<file path="config.mk">
export PLATFORM = sky130hd
export DESIGN_NAME = mem_stage
export DESIGN_NICKNAME = d
export VERILOG_FILES = /design/src/rtl/mem_stage.sv
export SDC_FILE = /design/constraint.sdc
export NUM_CORES = 1
export LEC_CHECK = 0
export ABC_CLOCK_PERIOD_IN_PS = 3140
export CORE_ASPECT_RATIO = 0.6
export CORE_MARGIN = 2
export CORE_UTILIZATION = 48
export CTS_BUF_LIST = sky130_fd_sc_hd__clkbuf_16
export DETAILED_ROUTE_END_ITERATION = 10
export HOLD_SLACK_MARGIN = 0.06
export MAX_ROUTING_LAYER = met4
export PLACE_DENSITY = 0.91
export SYNTH_ARGS = -nofsm -noshare
export SYNTH_HDL_FRONTEND = slang
export SYNTH_SLANG_ARGS = --single-unit
</file>
<file path="constraint.sdc">
create_clock -name clk -period 3.14 [get_ports clk]
set_input_delay 0.628 -clock clk [delete_from_list [all_inputs] [get_ports clk]]
set_output_delay 0.628 -clock clk [all_outputs]
set_load 0.02 [all_outputs]
</file>
<file path="src/rtl/mem_stage.sv">
// mem_stage: memory-access stage between ex_mem and mem_wb.
//
// ALU results pass straight through. Loads and stores are serialised one byte
// per cycle over the shared 8-bit external RAM port (little-endian, byte i at
// base+i, address wraps modulo 2^ADDR_W). While an access is in flight the
// stage raises stall_req_o. Load data is sign/zero-extended before write-back.
//
// Ports:
//   clk, rst            clock, asynchronous active-low reset
//   mem_op_i            0 none, 1 LB, 2 LH, 3 LW, 4 LBU, 5 LHU, 6 SB, 7 SH,
//                       8 SW, 9-15 none
//   mem_addr_i          byte address, mem_sdata_i store data
//   wd_i/wreg_i/wdata_i destination, write enable, ALU result
//   mem_grant_i         RAM port grant from the fetch/memory arbiter
//   mem_req_o           RAM port request
//   mem_a_o/mem_dout_o/mem_wr_o  registered RAM address, write byte, write
//   mem_din_i           read byte, valid one cycle after its address
//   wb_stall_i          downstream stall, holds a completed result in DONE
//   stall_req_o         stall request to the pipeline controller
//   wb_wd_o/wb_wreg_o/wb_wdata_o  outputs to mem_wb
//   dbg_state_o         current FSM state (0 IDLE, 1 BUSY, 2 DONE)
//
// Optional build macro: MEM_TRACE_EN prints one line per completed access.
//
// Handshake: mem_req_o/mem_grant_i behave as valid/ready. The request is held
// from the first IDLE cycle with a memory op; the grant is sampled only in
// IDLE, and once taken the arbiter keeps the port for the whole access, so
// the BUSY phase never looks at mem_grant_i again.
module mem_stage #(
    parameter int ADDR_W = 32
) (
    input  logic              clk,
    input  logic              rst,
    input  logic [3:0]        mem_op_i,
    input  logic [ADDR_W-1:0] mem_addr_i,
    input  logic [31:0]       mem_sdata_i,
    input  logic [4:0]        wd_i,
    input  logic              wreg_i,
    input  logic [31:0]       wdata_i,
    input  logic              mem_grant_i,
    output logic              mem_req_o,
    output logic [ADDR_W-1:0] mem_a_o,
    output logic [7:0]        mem_dout_o,
    output logic              mem_wr_o,
    input  logic [7:0]        mem_din_i,
    input  logic              wb_stall_i,
    output logic              stall_req_o,
    output logic [4:0]        wb_wd_o,
    output logic              wb_wreg_o,
    output logic [31:0]       wb_wdata_o,
    output logic [1:0]        dbg_state_o
);

    localparam logic [1:0] IDLE = 2'd0;
    localparam logic [1:0] BUSY = 2'd1;
    localparam logic [1:0] DONE = 2'd2;

    // Number of bytes moved by an op; 0 means "not a memory op".
    function automatic logic [2:0] op_len(input logic [3:0] op);
        case (op)
            4'd1, 4'd4, 4'd6: op_len = 3'd1;
            4'd2, 4'd5, 4'd7: op_len = 3'd2;
            4'd3, 4'd8:       op_len = 3'd4;
            default:          op_len = 3'd0;
        endcase
    endfunction

    logic [1:0]        state_q, state_d;
    logic [2:0]        cnt_q, cnt_d;
    logic [ADDR_W-1:0] base_q, base_d;
    logic [31:0]       ldbuf_q, ldbuf_d;
    logic [3:0]        op_q, op_d;
    logic [ADDR_W-1:0] a_q, a_d;
    logic [7:0]        dout_q, dout_d;
    logic              wr_q, wr_d;

    logic              in_mem;
    logic [2:0]        len_q;
    logic              store_q;
    logic [2:0]        lane;
    logic [7:0]        sbyte;
    logic [31:0]       load_ext;
    logic [31:0]       wb_wdata_raw;

    assign in_mem  = (op_len(mem_op_i) != 3'd0);
    // The op is captured at grant so DONE does not depend on ex_mem holding.
    assign len_q   = op_len(op_q);
    assign store_q = (op_q >= 4'd6) && (op_q <= 4'd8);

    always_comb begin
        sbyte = mem_sdata_i[7:0];
        case (cnt_q[1:0])
            2'd0: sbyte = mem_sdata_i[7:0];
            2'd1: sbyte = mem_sdata_i[15:8];
            2'd2: sbyte = mem_sdata_i[23:16];
            2'd3: sbyte = mem_sdata_i[31:24];
            default: sbyte = mem_sdata_i[7:0];
        endcase
    end

    always_comb begin
        state_d = state_q;
        cnt_d   = cnt_q;
        base_d  = base_q;
        ldbuf_d = ldbuf_q;
        op_d    = op_q;
        a_d     = a_q;
        dout_d  = dout_q;
        wr_d    = wr_q;
        // cnt runs one ahead of the collected byte: the data for the byte
        // driven while cnt was c arrives while cnt is c+1, i.e. lane cnt-2.
        lane    = cnt_q - 3'd2;
        case (state_q)
            IDLE: begin
                if (in_mem && mem_grant_i) begin
                    state_d = BUSY;
                    base_d  = mem_addr_i;
                    op_d    = mem_op_i;
                    a_d     = mem_addr_i;
                    wr_d    = (mem_op_i >= 4'd6);
                    dout_d  = mem_sdata_i[7:0];
                    cnt_d   = 3'd1;
                    ldbuf_d = 32'd0;
                end
            end
            BUSY: begin
                cnt_d = cnt_q + 3'd1;
                if (cnt_q < len_q) begin
                    a_d    = base_q + ADDR_W'(cnt_q);
                    dout_d = sbyte;
                end
                if (!store_q && (cnt_q >= 3'd2)) begin
                    for (int k = 0; k < 4; k++) begin
                        if (lane == 3'(k)) ldbuf_d[8*k +: 8] = mem_din_i;
                    end
                end
                // Stores finish after issuing byte N-1; loads need one more
                // cycle to collect its read data.
                if (store_q ? (cnt_q == len_q) : (cnt_q == len_q + 3'd1)) begin
                    state_d = DONE;
                    wr_d    = 1'b0;
                end
            end
            DONE: begin
                if (!wb_stall_i) state_d = IDLE;
            end
            default: state_d = IDLE;
        endcase
    end

    always_comb begin
        load_ext = ldbuf_q;
        case (op_q)
            4'd1: load_ext = {{24{ldbuf_q[7]}}, ldbuf_q[7:0]};
            4'd2: load_ext = {{16{ldbuf_q[15]}}, ldbuf_q[15:0]};
            4'd4: load_ext = {24'd0, ldbuf_q[7:0]};
            4'd5: load_ext = {16'd0, ldbuf_q[15:0]};
            default: load_ext = ldbuf_q;
        endcase
    end

    always_ff @(posedge clk or negedge rst) begin
        if (!rst) begin
            state_q <= IDLE;
            cnt_q   <= 3'd0;
            base_q  <= '0;
            ldbuf_q <= 32'd0;
            op_q    <= 4'd0;
            a_q     <= '0;
            dout_q  <= 8'd0;
            wr_q    <= 1'b0;
        end else begin
            state_q <= state_d;
            cnt_q   <= cnt_d;
            base_q  <= base_d;
            ldbuf_q <= ldbuf_d;
            op_q    <= op_d;
            a_q     <= a_d;
            dout_q  <= dout_d;
            wr_q    <= wr_d;
        end
    end

    assign wb_wdata_raw = ((state_q == DONE) && !store_q) ? load_ext : wdata_i;

    // Combinational outputs are forced low while reset is held.
    assign mem_a_o     = a_q;
    assign mem_dout_o  = dout_q;
    assign mem_wr_o    = wr_q;
    assign stall_req_o = rst & (((state_q == IDLE) && in_mem) || (state_q == BUSY));
    assign mem_req_o   = rst & (((state_q == IDLE) && in_mem) ||
                                ((state_q == BUSY) && (cnt_q <= len_q)));
    assign wb_wd_o     = rst ? wd_i : 5'd0;
    assign wb_wreg_o   = rst & wreg_i;
    assign wb_wdata_o  = rst ? wb_wdata_raw : 32'd0;
    assign dbg_state_o = state_q;

`ifdef MEM_TRACE_EN
    always_ff @(posedge clk) begin
        if (rst && (state_q == DONE) && !wb_stall_i) begin
            if (store_q) $display("mem %h %h", base_q, mem_sdata_i);
            else         $display("mem %h %h", base_q, wb_wdata_o);
        end
    end
`endif

endmodule

</file>
==> results of run 1 <==
kinds of logic after synthesis:
kind of cell	count (synthesis)	synth area share [%]
AOI/OAI and AO/OA	211	21.47
xor gates and xnor gates	25	3.355
adders and majority gates	14	2.799
buffers and inverters	72	5.004
DFF	114	43.71
muxes	4	0.6135
and+or+nand+nor	323	23.04
through the flow:
stage	instances	setup slack (ns)	total power, mW	hold slack [ns]	area (um2)
floorplan	763	0.5680	5.401	0.3324	6526
detailed placement	1117	-0.1300	7.195	0.4735	8808
CTS	1156	0.02882	9.204	0.4906	9433
global placement	1117	0.05484	7.015	0.4643	8808
global route	1158	-0.02834	9.893	0.5027	9489
finish	1158	0.02745	9.332	0.4832	9489
power by group through the flow:
stage	Clock (mW)	Sequential (mW)	Combinational (mW)
final	1.90	2.81	4.63
after CTS	1.90	2.78	4.52
after detailed placement	0	2.79	4.41
after global placement	0	2.75	4.27
after floorplan	0	2.93	2.47
after global routing	1.98	2.88	5.03
synth_stat cells (8+ instances only):
cell / n
a21boi_0: 9
a21oi_1: 39
a222oi_1: 8
a31o_1: 22
and2_1: 8
and3_1: 9
buf_2: 15
clkbuf_1: 25
dfrtp_1: 114
ha_1: 13
inv_1: 21
nand2_1: 183
nand3_1: 14
nand4_1: 13
nor2_1: 57
o211ai_1: 13
o21ai_0: 72
o21ai_2: 8
xnor2_1: 9
xor2_1: 16
state kept, by name (all words and copies together), names as in the netlist:
| register | cells |
|---|---|
| mem_dout_o | 8 |
| op_q | 4 |
| mem_wr_o | 1 |
| dbg_state_o | 2 |
| base_q | 32 |
| ldbuf_q | 32 |
| cnt_q | 3 |
| mem_a_o | 32 |
critical path: cells and delay by family (launching register included):
kind / cells / cell delay (ns)
AO/OA/AOI/OAI: 3 / 0.46
adder cells (fa/ha/maj): 1 / 0.32
buffers and inverters: 2 / 0.34
flip-flops: 1 / 0.46
AND/OR/NAND/NOR: 2 / 0.50
layout make-up:
| type | count | area share, % |
|---|---|---|
| repair buffers | 244 | 25.03 |
| clock inverters | 15 | 1.595 |
| multi-input cells | 577 | 35.71 |
| flip-flops and latches | 114 | 30.12 |
| inverters | 21 | 0.8307 |
| clock buffers | 17 | 4.483 |
| well taps | 170 | 2.242 |
path summary, 6_finish.rpt:
| kind | cells past startpoint | endpoint | slack [ns] | startpoint |
|---|---|---|---|---|
| worst max-delay path | 8 | mem_req_o | 0.03 | op_q[1] |
| worst min-delay path | 2 | mem_a_o[17] | 0.48 | mem_a_o[17] |
| worst max register to register | 7 | mem_a_o[16] | 0.36 | cnt_q[1] |
| worst min register to register | 2 | mem_a_o[17] | 0.48 | mem_a_o[17] |
| max in group asynchronous | 3 | op_q[1] | 1.57 | rst |
| min in group asynchronous | 2 | ldbuf_q[12] | 0.63 | rst |
metal layers:
metal	part of all wire [%]	track usage, %	vias up
li1	-	-	3097
met5	0	-	-
met3	9.1	6.319	40
met2	45	46.24	370
met4	1.5	8.410	0
met1	45	42.06	3204
cell usage in the layout (no fill, tap or decap), types with 7 or more instances in the layout:
master,instances
inv_1,21
and2_1,8
a222oi_1,8
nand3_1,13
a21oi_1,39
nand2_1,182
xnor2_1,9
o21ai_0,72
clkdlybuf4s50_1,165
dlygate4sd2_1,30
xor2_1,16
and3_1,9
a31oi_1,7
ha_1,13
dfrtp_1,110
nor2_1,55
o211ai_1,13
a21boi_0,9
buf_4,37
nand4_1,13
o21ai_2,8
a31o_1,22
clkbuf_16,18
repair_timing:
item / 4_1_cts / 5_1_grt
endpoints found under the setup margin: 33 / 5
resized for setup: 45 / 7
buffers inserted: 6 / 1
cloned: 0 / 1
hold buffers: 1 / 0
hold endpoints to repair: 5 / 0
pin swaps: 4 / 2
==> impl_metrics.ini, run 1 <==
[drt]
num_vias = 6711
firstDrtPassIters = 5
drtAntennaViolNets = 0
drt_first_iter_violations = 668
viasPerCell = 5.795
drc = 0
wire_per_inst_um = 18.82
totalWireLength_um = 21790

[final_layout]
nets = 1107
syn_to_final_growth_pct = 45.40
diodes = 0
multi_input_area_um2 = 3388
seqCellArea_um2 = 2858
fill_cells = 965
drive_gt1_share_pct = 11.44
finish.utilization_pct = 72.70

[global_routing]
grt_max_degree = 53
grt_pass1_vias = 6561
grt_overflow = 0
grt_pass1_wl_um = 33920
antenna_found_initial = 0
grt_use_total_pct = 30.54

[place]
port_buffers = 200
gp_congestion = 0.8690
dp_hpwl_um = 15110

[pwr]
seq_power_share_pct = 30.1
power.density_nw_per_um2 = 983.5
cell_internal_pwr_mw = 5.254
switching_share_pct = 43.70
leakage_nw = 4.283
p_switching_mw = 4.078
combPwrFrac_pct = 49.6
ir_worst_vdd_v = 0.0005934
p_clk_share_pct = 20.3

[status]
outcome = finished clean

[setup_path]
start_kind = flop
cp_max_fo = 6
slowest_delay_ns = 0.46
worst_ep_arrival_time_ns = 2.48
worstSetupPathType = flop to primary output
end_kind = primary output
cp_data_required_time_ns = 2.51
cp_cell_sequence = nor4b_4, buf_4, a31oi_1, ha_1, o21a_2, nor2_4, o21a_1, buf_2
slowest_stage = dfrtp_2

[flow_run]
max_cap_violations = 0

[clock_tree]
htree_levels = 4
cts_sinks = 114
tritoncts = yes
clk_pin_slew_ns = 0.06
cts_root_buf = clkbuf_16
clock_path_buffers = 2
cts-buffers-inserted = 17
worstSkewPairLatency_ns = 0.41

[floorplanning]
fp.dieH_um = 94.32
die_x_um = 154.5
ios = 201
rows = 32
start_util_pct = 50.00
die_area_um2 = 14580
core-area_um2 = 13050

[sta]
rsz0062_at_grt = true
finalCritPeriodShare_pct = 99.13
finClkSkew_ns = 0.008354
drv_slew = 0
report.final.hold_viol_count = 0
max_slew.worst_pin.slew_ns = 0.7830
max_freq_ghz = 0.3213
setup_tns_ns = 0
post-route-min-period_ns = 3.113
maxSlewHeadroom_pct = 47.45
setup_viol = 0

[logic_synthesis]
synthFlopType = dfrtp_1
mappedNetlistArea_um2 = 6526
synthDistinctLibCells = 58
ys_warn_count = 0
synth_top_area_share_pct = 43.71
async_reset_ff_share_pct = 100.0
synth_top_area_cell = dfrtp_1
synth_top_cells_by_area = dfrtp_1 44%, nand2_1 11%, o21ai_0 5.5%
synth-seq-cells = 114
synth_edf_count = 0
avgSynthCellArea_um2 = 8.553
synth_nets = 895
synth_cells = 763
synth_seq_area_share_pct = 43.71

[hold_path]
hold_path_class = flop to flop
Power figures use the tool's default switching activity.
==> inputs of run 2 (changes only) <==
--- a/config.mk
+++ b/config.mk
@@ -17,3 +17,4 @@
 export SYNTH_ARGS = -nofsm -noshare
 export SYNTH_HDL_FRONTEND = slang
 export SYNTH_SLANG_ARGS = --single-unit
+export TNS_END_PERCENT = 10
==> run 2 against run 1 <==
Against the previous run: the flow now finishes with violations (negative setup slack); setup slack worse by 0.031 ns; worst hold slack worse by 0.0017 ns; flip-flop and latch count unchanged; core utilization down 0.81 points; clock power about the same; clock skew down 0.0016 ns; non-clock buffer count down 2; die area unchanged; first-iteration DRC count down 1.9%; cell area down 1.1%; via count about the same; critical endpoint is now stall_req_o; largest power group unchanged.
==> impl_metrics.ini, run 2 (synthesis results as in run 1) <==
[clock_tree]
tritoncts = yes
clock_path_buffers = 2
htree_levels = 4
worstSkewPairLatency_ns = 0.41
cts_root_buf = clkbuf_16
cts-buffers-inserted = 17
cts_sinks = 114
clk_pin_slew_ns = 0.06

[global_routing]
grt_overflow = 0
antenna_found_initial = 0
grt_max_degree = 53
grt_use_total_pct = 30.11
grt_pass1_vias = 6505
grt_pass1_wl_um = 33510

[sta]
rsz0062_at_grt = true
setup_viol = 2
max_freq_ghz = 0.3181
post-route-min-period_ns = 3.144
max_slew.worst_pin.slew_ns = 0.8294
finalCritPeriodShare_pct = 100.1
report.final.hold_viol_count = 0
maxSlewHeadroom_pct = 44.33
finalWorstSetupSlack_ns = -0.003773
drv_slew = 0
finClkSkew_ns = 0.006757

[drt]
drt_first_iter_violations = 655
firstDrtPassIters = 6
drtAntennaViolNets = 0
totalWireLength_um = 21400
num_vias = 6708
viasPerCell = 5.803
wire_per_inst_um = 18.51
drc = 0

[flow_run]
max_cap_violations = 0

[final_layout]
syn_to_final_growth_pct = 43.77
final_common_cell = nand2_1
fill_cells = 978
diodes = 0
final_cell_mix = 182 x nand2_1, 165 x clkdlybuf4s50_1, 110 x dfrtp_1, 72 x o21ai_0, 55 x nor2_1
finish.utilization_pct = 71.88
drive_gt1_share_pct = 13.08
nets = 1105

[hold_path]
whs_endpoint = mem_a_o[17]
hold_path_class = flop to flop
hold_depth = 2
min_from = mem_a_o[17]

[status]
violations = negative setup slack
outcome = complete, but fails checks

[floorplanning]
ios = 201
fp.dieH_um = 94.32
core-area_um2 = 13050
start_util_pct = 50.00
die_area_um2 = 14580
rows = 32
die_x_um = 154.5

[place]
dp_hpwl_um = 15110
port_buffers = 200
dpl_worst_slack_ns = -0.1300
gp_congestion = 0.8690

[setup_path]
cp_max_fo = 3
r2r_end = mem_a_o[16]
end_kind = primary output
start_kind = primary input
worst_ep_arrival_time_ns = 2.52
r2r_cells = 7
cp_data_required_time_ns = 2.51
reg2reg_slack_ns = 0.34
worstSetupPathType = primary input to primary output
worstReg2RegStart = cnt_q[1]

[pwr]
p_clk_share_pct = 20.5
leakage_nw = 4.207
p_switching_mw = 4.029
total_power_mw = 9.228
ir_worst_vdd_v = 0.0006057
cell_internal_pwr_mw = 5.199
power.density_nw_per_um2 = 983.5
seq_power_share_pct = 30.4
combPwrFrac_pct = 49.1
switching_share_pct = 43.66
==> run 2: cell types whose count changed in the layout (fill, tap and decap cells not counted), sizes merged <==
cell / delta
dlygate4sd2: -25
clkdlybuf4s15: +6
clkbuf: +19
buf: -2
==> run 2: how the worst max path moves through the flow <==
| stage | start | end | slack (ns) | cells past startpoint |
|---|---|---|---|---|
| final | mem_op_i[0] | stall_req_o | -0.004 | 5 |
| after floorplan | mem_op_i[1] | mem_req_o | 0.57 | 4 |
| after global placement | mem_op_i[1] | mem_req_o | 0.05 | 6 |
| after detailed placement | op_q[0] | wb_wdata_o[17] | -0.13 | 6 |
| after CTS | op_q[2] | mem_req_o | -0.03 | 8 |
| after global routing | op_q[3] | wb_wdata_o[17] | -0.10 | 8 |
==> run 2: timing repair <==
item	CTS	global route
hold endpoints to repair	5	0
resized for setup	43	52
setup endpoints to repair	33	6
setup buffers	4	2
pin swaps	3	1
hold buffers	1	0
==> run 2: worst max-delay path, stage by stage <==
cell and delay, ns:
clkdlybuf4s50_1 0.46, o31ai_1 0.38, a21oi_1 0.11, nor3b_1 0.28, clkdlybuf4s50_1 0.66
==> run 2: power by group through the flow <==
stage	Sequential, mW	Combinational (mW)	Clock, mW
4_1_cts	2.79	4.48	1.90
3_5_place_dp	2.79	4.41	0
5_1_grt	2.89	4.93	1.98
6_report	2.81	4.53	1.89
3_3_place_gp	2.75	4.27	0
2_1_floorplan	2.93	2.47	0
==> run 2: metrics by stage <==
stage                     cells  area (um2)   TNS (ns)  hold slack (ns)
after global placement     1117        8808          0           0.4643
after global routing       1156        9383    -0.4588           0.5029
after floorplan             763        6526          0           0.3324
after detailed placement   1117        8808     -1.058           0.4735
final                      1156        9383  -0.007100           0.4815
after CTS                  1154        9422   -0.02970           0.4906
==> run 2: layout make-up <==
type / instances / area (um2) / area share [%]
inverters: 21 / 78.83 / 0.8401
clock inverters: 15 / 151.4 / 1.614
repair buffers: 242 / 2280 / 24.30
clock buffers: 17 / 425.4 / 4.534
well taps: 170 / 212.7 / 2.267
multi-input cells: 577 / 3377 / 35.99
flip-flops and latches: 114 / 2858 / 30.46
==> run 2: metal layers <==
metal / track usage [%] / up-vias / share of wire [%]
li1: - / 3096 / -
met1: 41.69 / 3192 / 45
met2: 45.65 / 389 / 45
met3: 6.181 / 31 / 8.9
met4: 7.639 / 0 / 1.1
met5: - / - / 0
